## src/rtl/byte_fetch_sequencer.sv

```systemverilog
// Fetches a 32-bit word as four byte reads and presents it as four registered byte lanes.
// IDLE: waiting for start | FETCH: byte reads in flight | HOLD: word presented until accepted
module byte_fetch_sequencer #(
    parameter int ADDR_W     = 32,
    parameter bit CONTINUOUS = 1'b1
) (
    input  logic              clk,
    input  logic              rst_n,
    input  logic              start,
    input  logic [ADDR_W-1:0] start_addr,
    output logic              busy,
    output logic              mem_req,
    output logic [ADDR_W-1:0] mem_addr,
    input  logic              mem_ack,
    input  logic [7:0]        mem_rdata,
    output logic [7:0]        byte_1,
    output logic [7:0]        byte_2,
    output logic [7:0]        byte_3,
    output logic [7:0]        byte_4,
    output logic [ADDR_W-1:0] word_addr,
    output logic              word_valid,
    input  logic              word_ready
);

    typedef enum logic [1:0] {IDLE, FETCH, HOLD} state_t;

    state_t            state;
    logic [1:0]        cnt;
    logic [ADDR_W-1:0] base;
    logic              pend;
    logic [ADDR_W-1:0] start_base;

    assign start_base = {start_addr[ADDR_W-1:2], 2'b00};

    always_ff @(posedge clk) begin
        if (!rst_n) begin
            state      <= IDLE;
            cnt        <= 2'd0;
            base       <= '0;
            pend       <= 1'b0;
            busy       <= 1'b0;
            mem_req    <= 1'b0;
            mem_addr   <= '0;
            byte_1     <= 8'h00;
            byte_2     <= 8'h00;
            byte_3     <= 8'h00;
            byte_4     <= 8'h00;
            word_addr  <= '0;
            word_valid <= 1'b0;
        end else begin
            unique case (state)
                IDLE: begin
                    if (start) begin
                        base     <= start_base;
                        cnt      <= 2'd0;
                        pend     <= 1'b0;
                        mem_req  <= 1'b1;
                        mem_addr <= start_base;
                        busy     <= 1'b1;
                        state    <= FETCH;
                    end
                end
                FETCH: begin
                    if (mem_ack) begin
                        if (start) begin
                            base     <= start_base;
                            cnt      <= 2'd0;
                            pend     <= 1'b0;
                            mem_addr <= start_base;
                        end else if (pend) begin
                            // byte belonged to the old base; base already holds the redirect target
                            cnt      <= 2'd0;
                            pend     <= 1'b0;
                            mem_addr <= base;
                        end else begin
                            unique case (cnt)
                                2'd0: byte_4 <= mem_rdata;
                                2'd1: byte_3 <= mem_rdata;
                                2'd2: byte_2 <= mem_rdata;
                                2'd3: byte_1 <= mem_rdata;
                                default: ;
                            endcase
                            if (cnt == 2'd3) begin
                                cnt        <= 2'd0;
                                mem_req    <= 1'b0;
                                word_valid <= 1'b1;
                                word_addr  <= base;
                                state      <= HOLD;
                            end else begin
                                cnt      <= cnt + 2'd1;
                                mem_addr <= base + {{(ADDR_W-2){1'b0}}, cnt} + ADDR_W'(1);
                            end
                        end
                    end else if (start) begin
                        // request stays up with its address; the in-flight byte is dropped on ack
                        base <= start_base;
                        pend <= 1'b1;
                    end
                end
                HOLD: begin
                    if (start) begin
                        word_valid <= 1'b0;
                        base       <= start_base;
                        cnt        <= 2'd0;
                        pend       <= 1'b0;
                        mem_req    <= 1'b1;
                        mem_addr   <= start_base;
                        state      <= FETCH;
                    end else if (word_ready) begin
                        word_valid <= 1'b0;
                        if (CONTINUOUS) begin
                            base     <= base + ADDR_W'(4);
                            cnt      <= 2'd0;
                            mem_req  <= 1'b1;
                            mem_addr <= base + ADDR_W'(4);
                            state    <= FETCH;
                        end else begin
                            busy  <= 1'b0;
                            state <= IDLE;
                        end
                    end
                end
                default: begin
                    state   <= IDLE;
                    busy    <= 1'b0;
                    mem_req <= 1'b0;
                end
            endcase
        end
    end

endmodule

```

## config.mk

```make
export PLATFORM = sky130hd
export DESIGN_NAME = byte_fetch_sequencer
export DESIGN_NICKNAME = d
export VERILOG_FILES = /design/src/rtl/byte_fetch_sequencer.sv
export SDC_FILE = /design/constraint.sdc
export NUM_CORES = 1
export LEC_CHECK = 0
export CAP_MARGIN = 10
export CORE_UTILIZATION = 46
export CTS_BUF_LIST = sky130_fd_sc_hd__clkbuf_4
export DETAILED_ROUTE_END_ITERATION = 6
export GPL_TIMING_DRIVEN = 0
export PLACE_DENSITY = 0.74
export SLEW_MARGIN = 20
export SYNTH_ARGS = -nofsm -noshare
export SYNTH_HDL_FRONTEND = slang
export SYNTH_SLANG_ARGS = --single-unit
```

## constraint.sdc

```tcl
create_clock -name clk -period 3.56 [get_ports clk]
set_input_delay 1.068 -clock clk [delete_from_list [all_inputs] [get_ports clk]]
set_output_delay 1.068 -clock clk [all_outputs]
set_load 0.02 [all_outputs]
```

==> run summary <==
Status -> finished, violations left
Failing checks -> design-rule violations
Fmax -> 0.2813 GHz
Simple-Gate Fraction of Synth Area -> 0.2414
Post-route ant nets -> 0
Die H -> 130.0 um
Share of layout cells above drive strength 1 -> 0.06192
Clock slew at reported path FFs -> 130 ps
DR vias/cell -> 6.228
Worst r2r dst -> mem_addr[12]
Slew margin rel. -> 0.2777
Ys async rst share -> 0
Number of synthesized flops with an enable pin -> 0
Post-Syn Area -> 7542 um2
Slowest CP cell -> clkdlybuf4s50_1
Initial core utilization -> 0.4731
Final hold violation count -> 0
Antenna cell count -> 0
1st-pass router iterations -> 7
CP Cell Sequence -> clkdlybuf4s50_1 -> clkbuf_1 -> clkbuf_1 -> buf_1 -> o21ai_0 -> a221oi_1
Ys flop type -> dfxtp_1
R2R Setup Slk -> 30 ps
Multiplexer area fraction after synthesis -> 0.002654
Most frequent cell on the critical path -> clkbuf_1
Synth area leaders -> dfxtp_1 36%, nand2_1 8.7%, a21oi_1 8.6%
Placed insts -> 1,379
Period utilization -> 0.9985
Final Critical Period -> 3555 ps
Main combinational cell family by area after synthesis -> compound AO/OA/AOI/OAI gates
CP required -> 4050 ps
Maxcap violations -> 0
Hold path startpoint -> byte_1[7]
Hold EP -> byte_1[7]
RSZ-0062 raised after global routing -> false
WS Path Type -> input port to flop
Pleak -> 3.147 nW
CTS root buf -> clkbuf_4
Hold WC Path Type -> flop to flop
Post-Synthesis Cells -> 1,021
Max incr delay on CP -> 650 ps
Largest net degree at the start of global routing -> 17
Worst setup SP type -> input port
# IOs -> 144
Final GP Congestion -> 0.9980
Launching point of the worst reg2reg path -> state[1]
DR vias -> 8,788
Area leader, netlist -> dfxtp_1
Clock Path Buffers -> 2
Setup-failing EPs final -> 0
Maximum vdd ir drop -> 0.2864 mV
Tot Pwr -> 3.737 mW
Post-CTS Setup Inserts -> 0
Power per standard cell area -> 392.7 nW/um2
Reg2Reg Depth -> 9
Routed Wire Length -> 31,030 um
Worst Clk Skew -> 22.85 ps
Synth Area in Compound Gates -> 0.2673
Gr ovfl total -> 0
Post-layout util -> 0.5968
Non-filler instance count after layout -> 1,411
Site Rows -> 46
HPWL Detailed -> 22,450 um
FF+latch count, synth -> 136
Nets -> 1,240
WL per Instance -> 21.99 um
Die X -> 130.0 um
Clk_lat worst skew -> 590 ps
Setup crit end kind -> flop
GR Util All Layers -> 0.3679
Syn avg cell area -> 7.387 um2
Vias in the first global route -> 7,733
Core ar. -> 15,940 um2
# hold bufs at CTS -> 0
Worst-path maximum fanout -> 10
Initial DRC count -> 1,096
Synth Warn # -> 0
Yosys top cell area share -> 0.3610
Syn_nets -> 1,079
Worst endpoint data arrival time -> 4040 ps
Post-synth cell types -> 67
Synth Area in Adders -> 0.02256
Slew @ Worst Pin -> 1075 ps
H-tree depth -> 4
IO Port Bufs -> 141
TritonCTS sink count -> 136
First-pass GRT wire length -> 45,680 um
Post-Synth XOR/XNOR Area -> 0.04180
Worst hold stages -> 2
Total CTS buffers -> 17
Max-slew violation count -> 0
Syn-to-layout area delta -> 26.16%
Post-synthesis sequential area ratio -> 0.3610
TritonCTS clock tree -> yes
Initial antenna violation count -> 0
Full die area -> 16,910 um2
Hold WS -> 461.5 ps
DRC viols -> 18
state kept, by name (all words and copies together), names as in the netlist:
name / cells
byte_4: 8
pend: 1
base: 32
cnt: 2
word_addr: 32
byte_2: 8
word_valid: 1
byte_1: 8
state: 2
mem_addr: 32
byte_3: 8
busy: 1
mem_req: 1
metal layers:
layer | vias to the layer above | global-route usage | wire [um]
met5 | - | 0 | 0
met2 | 612 | 0.5594 | 13330
met4 | 0 | 0.1908 | 1427
met3 | 109 | 0.08569 | 3794
met1 | 4084 | 0.4849 | 12480
li1 | 3983 | - | -
power by group:
part / internal [mW] / switching [mW] / total [mW]
Combinational: 0.364 / 0.651 / 1.01
Sequential: 1.62 / 0.0690 / 1.69
Clock: 0.371 / 0.665 / 1.04
cells by family after synthesis:
logic type               after synthesis
AND/OR/NAND/NOR                      392
AO/OA/AOI/OAI                        326
flip-flops                           136
buffers and inverters                116
XOR/XNOR                              36
adder cells (fa/ha/maj)               13
multiplexers                           2
worst max-delay path, delay by kind of cell:
family | cells | cell delay (ps)
buffers and inverters | 4 | 2390
AO/OA/AOI/OAI | 2 | 570
stage by stage:
| stage | worst slack [ps] | setup TNS (ps) | area (um2) |
|---|---|---|---|
| final | 5.205 | 0 | 9515 |
| after global routing | 6.665 | 0 | 9515 |
| after CTS | 114.0 | 0 | 9510 |
| after detailed placement | -697.5 | -14820 | 9236 |
| after global placement | -706.8 | -15800 | 9224 |
| after floorplan | 979.5 | 0 | 7542 |
worst max-delay path by stage:
stage | startpoint | end | slack, ps
after global placement | start | mem_addr[8] | -710
after detailed placement | start | mem_addr[8] | -700
after CTS | start | mem_addr[8] | 110
after floorplan | base[3] | mem_addr[30] | 980
final | start | mem_addr[5] | 5
after global routing | state[1] | mem_addr[0] | 7
synth_stat cells, types with 6 or more instances:
| cell type | number |
|---|---|
| a211oi_1 | 9 |
| a21o_1 | 6 |
| a21oi_1 | 130 |
| a22oi_1 | 11 |
| a31oi_1 | 14 |
| and3_1 | 6 |
| buf_2 | 10 |
| buf_4 | 8 |
| clkbuf_1 | 75 |
| dfxtp_1 | 136 |
| ha_1 | 12 |
| inv_1 | 16 |
| nand2_1 | 175 |
| nand2b_1 | 14 |
| nand3_1 | 47 |
| nand4_1 | 15 |
| nor2_1 | 62 |
| nor3_1 | 24 |
| nor4_1 | 16 |
| o211ai_1 | 21 |
| o21ai_0 | 66 |
| o31a_1 | 8 |
| o31ai_1 | 6 |
| or3_1 | 9 |
| xnor2_1 | 20 |
| xor2_1 | 16 |
cells in the final DEF, fill, tap and decap left out, types with 18 or more instances in the layout:
cell type / synthesis / layout
clkbuf_1: 75 / 73
a21oi_1: 130 / 130
xnor2_1: 20 / 20
nor2_1: 62 / 60
dfxtp_1: 136 / 136
clkdlybuf4s50_1: 0 / 141
nand3_1: 47 / 47
o21ai_0: 66 / 66
nor3_1: 24 / 23
o211ai_1: 21 / 21
clkbuf_4: 0 / 18
nand2_1: 175 / 175
layout make-up:
type	instances	area, um2
flip-flops and latches	136	2723
well taps	216	270.3
inverters	19	71.32
repair buffers	142	1419
fillers	1541	6427
clock inverters	14	136.4
clock buffers	18	135.1
plain buffers	97	409.1
multi-input cells	769	4352
repair_timing:
action | CTS | global route
endpoints found under the hold margin | 0 | 0
endpoints found under the setup margin | 2 | 6
resized for setup | 1 | 4
Power figures use the tool's default switching activity.
